===== config.mk =====
export PLATFORM = sky130hd
export DESIGN_NAME = decode_stage
export DESIGN_NICKNAME = d
export VERILOG_FILES = /design/src/rtl/decode_stage.sv
export SDC_FILE = /design/constraint.sdc
export NUM_CORES = 1
export LEC_CHECK = 0
export ABC_AREA = 1
export ABC_CLOCK_PERIOD_IN_PS = 2740
export CAP_MARGIN = 5
export CORE_AREA = 2 2 168 137
export DETAILED_ROUTE_END_ITERATION = 8
export DIE_AREA = 0 0 170 139
export GPL_TIMING_DRIVEN = 0
export PLACE_DENSITY = 0.66
export SLEW_MARGIN = 20
export SYNTH_ARGS = -nofsm -noshare
export SYNTH_HDL_FRONTEND = slang
export SYNTH_SLANG_ARGS = --single-unit
export TNS_END_PERCENT = 10

===== constraint.sdc =====
create_clock -name clk -period 2.74 [get_ports clk]
set_input_delay 0.548 -clock clk [delete_from_list [all_inputs] [get_ports clk]]
set_output_delay 0.548 -clock clk [all_outputs]
set_load 0.01 [all_outputs]

===== src/rtl/decode_stage.sv =====
// decode_stage: registered RV32I decoder with valid/ready handshake, 2-entry skid FIFO and flush
// Ports: clk/rst (sync active-high), flush; in_valid/in_ready/in_instr/in_pc from fetch;
// out_valid/out_ready handshake; decoded head entry on out_pc, sel_a (MSB selects PC), sel_b, sel_out,
// alu_ctrl {funct7,funct3}, imm, use_imm, funct3 and control flags reg_we/mem_re/mem_we/branch/jump/illegal.
module decode_stage #(
  parameter int XLEN = 32,
  parameter int REG_AW = 5,
  parameter int PC_W = 32
) (
  input  logic              clk,
  input  logic              rst,
  input  logic              flush,
  input  logic              in_valid,
  output logic              in_ready,
  input  logic [31:0]       in_instr,
  input  logic [PC_W-1:0]   in_pc,
  output logic              out_valid,
  input  logic              out_ready,
  output logic [PC_W-1:0]   out_pc,
  output logic [REG_AW:0]   sel_a,
  output logic [REG_AW-1:0] sel_b,
  output logic [REG_AW-1:0] sel_out,
  output logic [9:0]        alu_ctrl,
  output logic [XLEN-1:0]   imm,
  output logic              use_imm,
  output logic [2:0]        funct3,
  output logic              reg_we,
  output logic              mem_re,
  output logic              mem_we,
  output logic              branch,
  output logic              jump,
  output logic              illegal
);
  typedef struct packed {
    logic [PC_W-1:0]   pc;
    logic [REG_AW:0]   sa;
    logic [REG_AW-1:0] sb;
    logic [REG_AW-1:0] so;
    logic [9:0]        alu;
    logic [XLEN-1:0]   imm;
    logic              ui;
    logic [2:0]        f3;
    logic              rwe, mre, mwe, br, jp, ill;
  } ent_t;
  logic [6:0] opc, f7;
  logic [2:0] f3;
  logic [REG_AW:0] rs1;
  logic [REG_AW-1:0] rs2, rd;
  logic [XLEN-1:0] i_imm, s_imm, b_imm, u_imm, j_imm;
  logic sh;
  ent_t d, e0, e1;
  logic [1:0] cnt;
  logic push, pop;
  assign opc = in_instr[6:0];
  assign f3 = in_instr[14:12];
  assign f7 = in_instr[31:25];
  assign rd = REG_AW'(in_instr[11:7]);
  assign rs1 = (REG_AW+1)'(in_instr[19:15]);
  assign rs2 = REG_AW'(in_instr[24:20]);
  assign i_imm = {{(XLEN-11){in_instr[31]}}, in_instr[30:20]};
  assign s_imm = {{(XLEN-11){in_instr[31]}}, in_instr[30:25], in_instr[11:7]};
  assign b_imm = {{(XLEN-12){in_instr[31]}}, in_instr[7], in_instr[30:25], in_instr[11:8], 1'b0};
  assign u_imm = {{(XLEN-31){in_instr[31]}}, in_instr[30:12], 12'b0};
  assign j_imm = {{(XLEN-20){in_instr[31]}}, in_instr[19:12], in_instr[20], in_instr[30:21], 1'b0};
  // OP-IMM shifts carry shamt in the immediate field and funct7 selects logical/arithmetic
  assign sh = f3[1:0] == 2'b01;
  always_comb begin
    d = '0;
    d.pc = in_pc;
    d.f3 = f3;
    case (opc)
      7'b0110011: begin d.sa = rs1; d.sb = rs2; d.so = rd; d.alu = {f7, f3}; d.rwe = 1'b1; end
      7'b0010011: begin
        d.sa = rs1; d.so = rd; d.ui = 1'b1; d.rwe = 1'b1;
        d.imm = sh ? XLEN'(in_instr[24:20]) : i_imm;
        d.alu = sh ? {f7, f3} : {7'b0, f3};
      end
      7'b0000011: begin d.sa = rs1; d.so = rd; d.imm = i_imm; d.ui = 1'b1; d.mre = 1'b1; d.rwe = 1'b1; end
      7'b0100011: begin d.sa = rs1; d.sb = rs2; d.imm = s_imm; d.ui = 1'b1; d.mwe = 1'b1; end
      7'b1100011: begin d.sa = rs1; d.sb = rs2; d.imm = b_imm; d.alu = 10'h100; d.br = 1'b1; end
      7'b0110111: begin d.so = rd; d.imm = u_imm; d.ui = 1'b1; d.rwe = 1'b1; end
      7'b0010111: begin d.sa = {1'b1, {REG_AW{1'b0}}}; d.so = rd; d.imm = u_imm; d.ui = 1'b1; d.rwe = 1'b1; end
      7'b1101111: begin d.sa = {1'b1, {REG_AW{1'b0}}}; d.so = rd; d.imm = j_imm; d.jp = 1'b1; d.rwe = 1'b1; end
      7'b1100111: begin
        if (f3 == 3'b000) begin
          d.sa = rs1; d.so = rd; d.imm = i_imm; d.ui = 1'b1; d.jp = 1'b1; d.rwe = 1'b1;
        end else d.ill = 1'b1;
      end
      default: d.ill = 1'b1;
    endcase
    d.rwe = d.rwe & (rd != '0);
  end
  assign in_ready = cnt != 2'd2;
  assign out_valid = cnt != 2'd0;
  assign push = in_valid & in_ready;
  assign pop = out_valid & out_ready;
  // e0 is always the head; a pop shifts e1 forward or takes the incoming entry directly
  always_ff @(posedge clk) begin
    if (rst | flush) begin
      cnt <= '0;
      e0 <= '0;
      e1 <= '0;
    end else begin
      if (pop) e0 <= cnt[1] ? e1 : d;
      else if (push && cnt == 2'd0) e0 <= d;
      if (push && cnt == 2'd1 && !pop) e1 <= d;
      cnt <= cnt + {1'b0, push} - {1'b0, pop};
    end
  end
  assign out_pc = e0.pc;
  assign sel_a = e0.sa;
  assign sel_b = e0.sb;
  assign sel_out = e0.so;
  assign alu_ctrl = e0.alu;
  assign imm = e0.imm;
  assign use_imm = e0.ui;
  assign funct3 = e0.f3;
  assign reg_we = e0.rwe;
  assign mem_re = e0.mre;
  assign mem_we = e0.mwe;
  assign branch = e0.br;
  assign jump = e0.jp;
  assign illegal = e0.ill;
endmodule


* Word level (Yosys, flattened, before mapping)
Index checks and enable logic that the tools add are counted.
** Cells by class
- Add/sub/neg operators :: 2
- Equality and inequality tests :: 12
- Multiplexer cells :: 22
- Bitwise logic cells :: 4
- Reductions and logical operators :: 16
** Operators by type and width (number)
- two-way mux 100 bit :: 3
- one-hot mux 32 bit (7 select lines) :: 1
- two-way mux 33 bit :: 1
- two-way mux 32 bit :: 1
- one-hot mux 10 bit (3 select lines) :: 1
- equality test 7 x 6 -> 1 bit, second input constant :: 3
- equality test 7 bit, second input constant :: 3
- one-hot mux 6 bit (3 select lines) :: 1
- two-way mux 5 bit :: 3
- equality test 7 x 5 -> 1 bit, second input constant :: 2
- two-way mux 10 bit :: 1
- one-hot mux 5 bit (2 select lines) :: 1
- OR reduction 5 bit :: 2
- one-hot mux 1 bit (2 select lines) :: 4
- OR reduction 8 bit :: 1
- equality test 7 x 2 -> 1 bit, second input constant :: 1
- OR reduction 6 bit :: 1
- two-way mux 1 bit :: 5
- nonzero test 5 bit :: 1
- equality test 2 x 1 -> 1 bit, second input constant :: 2
- nonzero test 2 bit :: 2
- OR reduction 2 bit :: 2
- bitwise AND 1 bit :: 3
- logical AND 1 bit :: 3
- other kinds (8) :: 8
** Storage, ports and cells
- Register bits :: 202
- Input bits :: 69
- Output and inout bits :: 102
- Logic and storage cells :: 85

* Logic depth before layout (Yosys ltp)
- Depth after elaboration :: 6
- Depth in mapped cells :: 11
- Mapped depth without buffers :: 10

* Least setup slack after synthesis
OpenSTA, ideal clock, no wires.
- Path kind :: input port to flip-flop
- From :: input port out_ready
- To :: register cnt[1]
- Setup time :: 70 ps
- Arrival time :: 1837 ps
- Required time :: 2670 ps
- Setup slack :: 834 ps
- Stages on the path :: 9
- Path buffers :: 1
- Path through :: inv_2 nor2_4 clkbuf_1 ha_1 inv_1 ha_1 xor2_1 o21ai_0 a21oi_1
** Between the ends
- Word-level cells in the longest chain between the ends :: 2
** RTL lines
- start: declaration :: RTL line 18 : input logic out_ready,
- bitwise AND 1 bit :: RTL line 96 : assign pop = out_valid & out_ready;
- subtractor 2 x 1 -> 2 bit :: RTL line 107 : cnt <= cnt + {1'b0, push} - {1'b0, pop};
- end signal: assignment :: RTL line 107
- end: declaration :: RTL line 52 : logic [1:0] cnt;
No other way between the ends.
A chain may end at the register's enable or synchronous reset.

* Final worst setup path
- From :: input port flush
- To :: register e1[68] (netlist name)
** Between the ends
- Word-level cells in the longest chain between the ends :: 1
** RTL lines
- start: declaration :: RTL line 12 : input logic flush,
- OR 1 bit :: RTL line 99 : if (rst | flush) begin
- end signal: assignment :: RTL line 102 : e1 <= '0;
- end signal: assignment :: RTL line 106 : if (push && cnt == 2'd1 && !pop) e1 <= d;
- end: declaration :: RTL line 51 : ent_t d, e0, e1;
No other way between the ends.

==> results by group <==
Run status
  • Status: finished, final reports clean

Layout
  • # fillers: around 2,200
  • Most common cell after layout, fill and taps aside: o21ai_0
  • Final layout net count: 1,688
  • Layout cell share with drive strength beyond 1: about 5.5%
  • Leading cell types in the layout, fill and taps excluded: o21ai_0 (212), dfxtp_1 (202), nor2_1 (196)
  • Area grow syn2layout: 28.7%
  • Diodes inserted: 0

Critical path
  • Number of cells on the worst reg-to-reg path: 10
  • Worst R2R Start: cnt[1]
  • Critical Path RT: 3.18 ns
  • Critical Path End Type: flip-flop
  • Worst-path maximum fanout: 10
  • Crit path DAT: around 2.9 ns
  • Reg-to-reg slack, setup: ~0.52 ns
  • Critical path launch point type: primary input
  • R2R Path End: cnt[1]
  • Worst setup path class: in -> reg

Worst hold path
  • Worst hold path startpoint: e1[43]
  • Worst Hold Class: reg -> reg
  • Hold depth: 2
  • WHS Endpoint: e1[43]

Timing
  • Worst-Margin Slew: about 0.8 ns
  • Final hold viol count: 0
  • Clk_skew: between 0.02 and 0.025 ns
  • Setup Viol. Count Final: 0
  • Final Critical Period: between 2 and 2.5 ns
  • Fin crit share: 90.6%
  • Max transition margin: a little under half
  • Max Slew Vio Count: 0
  • Post-route setup slack: 0.256 ns
  • Max Freq: slightly above 400 MHz
  • RSZ-0062 raised after global routing: no

GRT
  • Initial antenna violation count: 0
  • Routing usage on met1: 39.1%
  • First-pass GRT wire length: ~50,000 um
  • Gr usage total: a little over a quarter
  • Met2 Usage GRT: between 40% and 50%
  • GR Overflow Total: 0
  • Vias in the first global route: between 9,000 and 10,000
  • Met3 usage: approximately 3.7%
  • Grt peak-use layer: met2
  • Largest net degree at the start of global routing: 15

Yosys
  • Synthesized area per cell: around 7 um2
  • Ys Warns: 0
  • Cells after synthesis: 1,424
  • Synthesized Nets: 1,495
  • Sequential area share after synthesis: between 40% and 50%
  • Syn Std Cell Area: 9690 um2
  • Cell variety after synth: 30
  • #FFs+latches synth: a little over 200

Pwr
  • Switching power: around 1.9 mW
  • Peak supply drop: 0.000366 V
  • Switching Share: between 20% and 30%
  • Clock Power Share: about 43%
  • Seq pwr share: between 40% and 50%
  • P per Cell Area: around 570 nW/um2
  • Internal power: 5.30 mW
  • Leakage: 5.59 nW
  • Power share of the combinational group: 14.0%
  • Total Power: approximately 7.2 mW

Routing
  • Wire per inst: 16.7 um
  • Final ANT Viol Nets: 0
  • DR iter-0 viols: around 1,100
  • DRT Pass-1 Iters: 8
  • Vias per Instance: between 5 and 6
  • Via count: 10,110
  • DRC viols: 0
  • Total Wirelength: between 30,000 and 40,000 um

Floorplan
  • Die H: around 140 um
  • Initial core utilization: around 44%
  • Row cnt: 49
  • DIE AREA: between 20,000 and 25,000 um2
  • CORE AREA: 22,100 um2
  • Die X: approximately 170 um
  • Ports: 171

Clocking
  • CTS Buf Count: 21
  • Clk Latency, worst-skew pair: roughly 0.52 ns
  • Clk root buf: clkbuf_16
  • Bufs on Longest Clock Path: 3
  • H-tree depth: 1
  • CTS tree: built
  • CTS clk-pin slew, worst paths: 0.06 ns
  • Hold Buf Count CTS: 0
  • Clock sink count: roughly 200

Placed design
  • Port bufs: between 150 and 200
  • GPL Wtd Cong: slightly above 0.9
  • HPWL Detailed: around 23,000 um
  • DP Worst Slack: -0.443 ns

Run
  • Max_cap viols: 0
[through the flow]
step           hold WS [ns]  instances  cell area (um2)  TNS (ns)  utilization, %
2_1_floorplan         0.430       1424             9690         0               -
3_3_place_gp          0.444       1874            11700    -21.03            53.2
3_5_place_dp          0.447       1874            11700    -27.01            53.2
4_1_cts               0.463       1912            12500         0            56.5
5_1_grt               0.487       1912            12500         0            56.5
6_report              0.461       1912            12500         0            56.5
[state kept, by name, summed over array words and instances (netlist names), 2 cells and up]
register  cells
alu_ctrl     10
sel_a         6
e1          100
sel_b         5
imm          32
sel_out       5
cnt           2
funct3        3
out_pc       32
[cells by family after synthesis]
logic type / Yosys count / share of synthesized area (%)
xor gates and xnor gates: 1 / 0.0904
buffers and inverters: 288 / 12.3
adders and majority gates: 2 / 0.258
AOI/OAI and AO/OA: 406 / 21.3
DFF: 202 / 41.7
muxes: 32 / 3.31
and+or+nand+nor: 493 / 21.0
[metal layers]
metal,vias to the layer above,wire length (um)
met5,-,0
met4,0,731
met3,51,2230
met2,385,13900
met1,4675,15000
li1,4999,-
[final cells by class]
cell class                 count  area, um2  area share, %
multi-input combinational    934       4460           35.7
sequential                   202       4040           32.4
timing repair buffer         170       1700           13.6
inverter                     184        691           5.54
clock buffer                  28        572           4.59
buffer                       104        499           4.00
tap                          280        350           2.81
clock inverter                10        154           1.23
[power groups by stage]
stage | combinational [mW] | clock [mW] | sequential [mW]
after floorplan | 0.459 | 0 | 3.19
after global placement | 0.982 | 0 | 3.16
after detailed placement | 0.986 | 0 | 3.16
after global routing | 1.10 | 3.23 | 3.10
final | 1.00 | 3.06 | 3.09
after CTS | 0.995 | 3.10 | 3.09
[cells in the mapped netlist, drive strengths merged]
library cell	instances	area, um2
inv	183	687
ha	2	25.0
nor3	1	5.00
or2	1	6.26
a211oi	2	15.0
o21bai	1	11.3
clkinv	1	3.75
o21ai	242	1210
o22ai	1	6.26
nor2	200	785
clkbuf	64	243
buf	40	255
mux2i	32	320
a21oi	143	716
nand3	108	541
nand2	180	681
dfxtp	202	4040
xor2	1	8.76
nand4	3	18.8
a31oi	17	106
[repair_timing]
item,in CTS,in global routing
setup buffers,0,0
setup endpoints to repair,0,5
gates resized for setup,0,2
[how the worst max path moves through the flow]
stage	start	end	slack (ns)
floorplan	out_ready	cnt[1]	0.83
global placement	flush	e1[59]	-0.38
detailed placement	flush	e1[59]	-0.44
CTS	flush	e1[68]	0.06
global route	flush	imm[0]	0.17
finish	flush	e1[68]	0.26
[worst max-delay path, cell delays in order]
cell	delay [ns]
clkdlybuf4s50_1	0.40
nor2_1	0.63
clkbuf_2	0.48
clkbuf_1	0.51
o21ai_0	0.21
nor2_1	0.13
No activity file was read; power rests on OpenSTA's default activity.
